[src/rtl/i281_code_memory_if.sv]
// i281 code memory bus: CPU fetch port plus byte-stream loader handshake.
// master = CPU/loader side, slave = memory side.
interface i281_code_memory_if #(
  parameter int WIDTH  = 16,
  parameter int ADDR_W = 4
);
  logic [ADDR_W-1:0] fetch_addr;
  logic [WIDTH-1:0]  fetch_data;
  logic              load_start;
  logic [7:0]        load_data;
  logic              load_valid;
  logic              load_ready;
  logic              load_done;
  logic              load_error;
  logic              cpu_hold;
  logic [ADDR_W:0]   word_count;

  modport master (
    output fetch_addr, load_start, load_data, load_valid,
    input  fetch_data, load_ready, load_done, load_error,
    input  cpu_hold, word_count
  );

  modport slave (
    input  fetch_addr, load_start, load_data, load_valid,
    output fetch_data, load_ready, load_done, load_error,
    output cpu_hold, word_count
  );
endinterface

[src/rtl/i281_code_memory.sv]
// i281 run-time loadable instruction memory: combinational fetch port,
// checksummed MSB-first byte loader; ports clk, rst, bus (slave modport).
module i281_code_memory #(
  parameter int WIDTH  = 16,
  parameter int DEPTH  = 16,
  parameter int ADDR_W = 4
) (
  input logic               clk,
  input logic               rst,
  i281_code_memory_if.slave bus
);
  localparam int BPW  = WIDTH / 8;
  localparam int BI_W = (BPW > 1) ? $clog2(BPW) : 1;

  typedef enum logic [1:0] {
    IDLE,
    RECV,
    CHECK
  } state_t;

  state_t            state, state_n;
  logic [WIDTH-1:0]  mem [DEPTH];
  logic [WIDTH-1:0]  asm_q;
  logic [WIDTH-1:0]  asm_n;
  logic [ADDR_W-1:0] ptr;
  logic [BI_W-1:0]   byte_idx;
  logic [7:0]        sum;
  logic [ADDR_W:0]   wcount;
  logic              done_q;
  logic              err_q;

  logic xfer;
  logic last_byte;
  logic last_word;
  logic clr;
  logic take;
  logic done_n;
  logic err_set;

  assign xfer      = bus.load_valid && (state != IDLE);
  assign last_byte = (byte_idx == BI_W'(BPW - 1));
  assign last_word = (ptr == ADDR_W'(DEPTH - 1));
  assign asm_n     = (asm_q << 8) | WIDTH'(bus.load_data);

  always_comb begin
    state_n = state;
    clr     = 1'b0;
    take    = 1'b0;
    done_n  = 1'b0;
    err_set = 1'b0;
    // A start pulse wins over any byte offered in the same cycle.
    if (bus.load_start) begin
      state_n = RECV;
      clr     = 1'b1;
    end else begin
      unique case (state)
        RECV: begin
          take = xfer;
          if (xfer && last_byte && last_word)
            state_n = CHECK;
        end
        CHECK: begin
          if (xfer) begin
            state_n = IDLE;
            if (bus.load_data == sum)
              done_n = 1'b1;
            else
              err_set = 1'b1;
          end
        end
        default: state_n = state;
      endcase
    end
  end

  always_ff @(posedge clk) begin
    if (rst) begin
      state    <= IDLE;
      asm_q    <= '0;
      ptr      <= '0;
      byte_idx <= '0;
      sum      <= '0;
      wcount   <= '0;
      done_q   <= 1'b0;
      err_q    <= 1'b0;
      for (int i = 0; i < DEPTH; i++)
        mem[i] <= '0;
    end else begin
      state  <= state_n;
      done_q <= done_n;
      if (clr) begin
        asm_q    <= '0;
        ptr      <= '0;
        byte_idx <= '0;
        sum      <= '0;
        wcount   <= '0;
        err_q    <= 1'b0;
      end else begin
        if (err_set)
          err_q <= 1'b1;
        if (take) begin
          asm_q <= asm_n;
          sum   <= sum + bus.load_data;
          if (last_byte) begin
            mem[ptr] <= asm_n;
            wcount   <= wcount + 1'b1;
            byte_idx <= '0;
            if (!last_word)
              ptr <= ptr + 1'b1;
          end else begin
            byte_idx <= byte_idx + 1'b1;
          end
        end
      end
    end
  end

  always_comb begin
    bus.fetch_data = '0;
    if ({1'b0, bus.fetch_addr} < (ADDR_W+1)'(DEPTH))
      bus.fetch_data = mem[bus.fetch_addr];
  end

  assign bus.load_ready = (state != IDLE);
  assign bus.load_done  = done_q;
  assign bus.load_error = err_q;
  assign bus.cpu_hold   = (state != IDLE) || err_q;
  assign bus.word_count = wcount;
endmodule

[src/flat_wrapper.sv]
// flat-port wrapper written by rule: the top's interface ports become plain ports
module i281_code_memory_flat 
#(
  parameter int WIDTH  = 16,
  parameter int DEPTH  = 16,
  parameter int ADDR_W = 4
)
  (clk, rst, bus_fetch_addr, bus_load_start, bus_load_data, bus_load_valid, bus_fetch_data, bus_load_ready, bus_load_done, bus_load_error, bus_cpu_hold, bus_word_count);
  i281_code_memory_if #(.WIDTH(WIDTH), .ADDR_W(ADDR_W)) bus_i ();
  input logic clk;
  input logic rst;
  input wire logic [$bits(bus_i.fetch_addr)-1:0] bus_fetch_addr;
  input wire logic [$bits(bus_i.load_start)-1:0] bus_load_start;
  input wire logic [$bits(bus_i.load_data)-1:0] bus_load_data;
  input wire logic [$bits(bus_i.load_valid)-1:0] bus_load_valid;
  output wire logic [$bits(bus_i.fetch_data)-1:0] bus_fetch_data;
  output wire logic [$bits(bus_i.load_ready)-1:0] bus_load_ready;
  output wire logic [$bits(bus_i.load_done)-1:0] bus_load_done;
  output wire logic [$bits(bus_i.load_error)-1:0] bus_load_error;
  output wire logic [$bits(bus_i.cpu_hold)-1:0] bus_cpu_hold;
  output wire logic [$bits(bus_i.word_count)-1:0] bus_word_count;
  assign bus_i.fetch_addr = bus_fetch_addr;
  assign bus_i.load_start = bus_load_start;
  assign bus_i.load_data = bus_load_data;
  assign bus_i.load_valid = bus_load_valid;
  assign bus_fetch_data = bus_i.fetch_data;
  assign bus_load_ready = bus_i.load_ready;
  assign bus_load_done = bus_i.load_done;
  assign bus_load_error = bus_i.load_error;
  assign bus_cpu_hold = bus_i.cpu_hold;
  assign bus_word_count = bus_i.word_count;
  i281_code_memory #(.WIDTH(WIDTH), .DEPTH(DEPTH), .ADDR_W(ADDR_W)) u_core (.clk(clk), .rst(rst), .bus(bus_i));
endmodule
[config.mk]
export PLATFORM = sky130hd
export DESIGN_NAME = i281_code_memory_flat
export DESIGN_NICKNAME = d
export VERILOG_FILES = /design/src/rtl/i281_code_memory_if.sv /design/src/rtl/i281_code_memory.sv /design/src/flat_wrapper.sv
export SDC_FILE = /design/constraint.sdc
export NUM_CORES = 1
export LEC_CHECK = 0
export BUFFER_PORTS_ARGS = -buffer_cell sky130_fd_sc_hd__buf_2
export CAP_MARGIN = 25
export CORE_ASPECT_RATIO = 0.75
export CORE_MARGIN = 4
export CORE_UTILIZATION = 50
export CTS_CLUSTER_DIAMETER = 150
export DETAILED_ROUTE_END_ITERATION = 16
export PLACE_DENSITY_LB_ADDON = 0.1
export SLEW_MARGIN = 15
export SYNTH_ARGS = -nofsm -noshare
export SYNTH_HDL_FRONTEND = slang
export SYNTH_SLANG_ARGS = --single-unit
[constraint.sdc]
create_clock -name clk -period 2.5 [get_ports clk]
set_input_delay 0.125 -clock clk [delete_from_list [all_inputs] [get_ports clk]]
set_output_delay 0.125 -clock clk [all_outputs]
set_load 0.01 [all_outputs]
==> flow_summary.yaml <==
timing:
  hold_violations: 0
  rsz0062_at_grt: "no"
  worst_pin_slew_ns: 0.790
  setup_viol: 0
  period_needed_ns: 2.40
  tns_ns: 0
  fin_crit_sh: 0.961
  max_freq_mhz: 416
  max_slew_margin: 0.473
  final_max_slew_viol_count: 0
  skew_ns: 0.0175
min_path:
  hp-class: "in2reg"
place:
  gp_congestion: 0.844
  dpl-instance-area_sq_um: 14100
  place_hpwl_mm: 21.7
  portBuffers: 40
yosys:
  synth_edf_count: 256
  synthArstFlopShare: 0
  synth_top_area_share: 0.571
  yosys_warnings: 0
  ys.flop_type: "edfxtp_1"
  synth_area_leader_cell: "edfxtp_1"
  ys_seq_elements: 286
  ys_seq_area_frac: 0.616
  ys_types: 52
  postSynthCellCount: 879
  syn_nets: 911
  netlist_area_sq_um: 13500
  synth_area_leaders: "edfxtp_1, and2_1, mux4_1, mux4_2, dfxtp_1"
  syn_avg_cell_area_sq_um: 15.3
final_layout:
  design_area_sq_um: 15100
  final_common_cell: "edfxtp_1"
  num_antenna_cells: 0
  fin_nets: 956
  area_growth_pct: 12.2
  drive_gt1_frac: 0.191
  final_cell_mix: "edfxtp_1, and2_1, mux4_1"
critical_path:
  critPathKind: "reg2out"
  end_kind: "output pin"
  start_kind: "flop"
  crit_path_max_fanout: 1
  required_ns: 2.38
  arrival_ns: 2.28
power:
  p_total_w: 0.0105
  p_leak_nw: 5.65
  powerDensity_nw_per_um2: 696
  irDropWorstVdd_v: 0.000442
grt:
  track_usage: 0.219
  grt_start_max_net_pins: 41
  antenna_found_initial: 0
  grt_pass1_wl_mm: 48.4
  grt_pass1_vias: 7634
  grt-ovfl-total: 0
floorplanning:
  chipWidth_um: 197
  coreArea_sq_um: 26200
  fp.dieArea_sq_um: 29600
  io_pins: 41
  die_h_um: 150
  rows: 51
  start_util: 0.513
detailed_routing:
  drt_first_pass_iters: 5
  drc: 0
  final_antenna_net_count: 0
  wl_mm: 31.6
  dr.first_iter.drc_count: 798
  avgRoutedWirePerCell_um: 24.5
  vias: 7632
  vias_per_cell: 5.92
clock_network:
  clk_path_buf_depth: 3
  post-cts-setup-buffers: 0
  root_buffer: "clkbuf_16"
  cts_made_buffers: 29
  cts_sinks: 286
  clk_latency_ns: 0.53
  cts_tree: "done"
  cts.clk_slew.worst_paths_ns: 0.06
  ctsHtreeMaxLevel: 1
outcome:
  status: "finished clean"
flow_run:
  maxCapViolCount: 0
critical path, stage by stage, from the launching register on:
cell,delay [ns]
edfxtp_1,0.43
mux4_1,0.62
mux4_2,0.53
buf_2,0.16
layer usage:
layer  GRT usage  routed length [um]
met4      0.0468                 592
met3      0.0349                2270
met2       0.324               14200
met1       0.346               14500
met5           0                   0
Yosys cell counts (12+ instances only):
| cell type | number |
|---|---|
| ha_1 | 15 |
| a21oi_1 | 16 |
| or2_2 | 17 |
| and2_1 | 242 |
| mux4_2 | 32 |
| clkbuf_1 | 33 |
| clkbuf_2 | 12 |
| nand3_1 | 13 |
| edfxtp_1 | 256 |
| dfxtp_1 | 30 |
| mux4_1 | 48 |
| nand2_1 | 26 |
| nor2_1 | 24 |
| nor3_1 | 14 |
what timing repair did:
action | in CTS | in global routing
hold buffers | 4 | 0
gates resized for setup | 2 | 11
hold endpoints to repair | 5 | 0
endpoints found under the setup margin | 29 | 129
worst paths after layout:
kind	start	to	slack, ns	cells past startpoint
min	bus_load_data[5]	u_core.asm_q[5]	0.03	3
max reg2reg	u_core.state[0]	u_core.mem[10][6]	0.12	6
max	u_core.mem[3][0]	bus_fetch_data[0]	0.1	3
min reg2reg	u_core.sum[0]	u_core.sum[0]	0.47	2
flip-flops by register name, summed over array words and instances (netlist names):
name / flops
u_core.byte_idx: 1
u_core.ptr: 4
u_core.bus.load_done: 1
u_core.asm_q: 8
u_core.state: 2
u_core.bus.word_count: 5
u_core.bus.load_error: 1
u_core.sum: 8
u_core.mem: 256
stage by stage:
stage                     setup slack, ns  hold slack, ns  cells  utilization
after CTS                          0.0782          0.0121   1290        0.575
after detailed placement          -0.0147           0.407   1233        0.536
after global routing               0.0111          0.0480   1290        0.576
after global placement              0.124           0.407   1233        0.536
final                              0.0980          0.0260   1290        0.576
after floorplan                     0.157           0.254    879            -
final cells by class:
type | instances | area (sq um)
fillers | 2061 | 11100
flip-flops and latches | 286 | 8290
multi-input cells | 519 | 4830
clock buffers | 34 | 744
repair buffers | 78 | 548
well taps | 344 | 430
clock inverters | 19 | 218
inverters | 10 | 37.5
power by group:
part / leakage [nW] / switching (W) / internal [W]
Sequential: 2.80 / 0.0000664 / 0.00536
Combinational: 2.38 / 0.000385 / 0.000294
Clock: 0.476 / 0.00177 / 0.00264
kinds of logic after synthesis:
group,count (synthesis),synth area share
and+or+nand+nor,370,0.167
DFF,286,0.616
buffers and inverters,74,0.0280
adders and majority gates,16,0.0154
muxes,81,0.148
xor gates and xnor gates,10,0.00651
AOI/OAI and AO/OA,42,0.0193
Note: power is estimated with default switching activity, not from simulation.
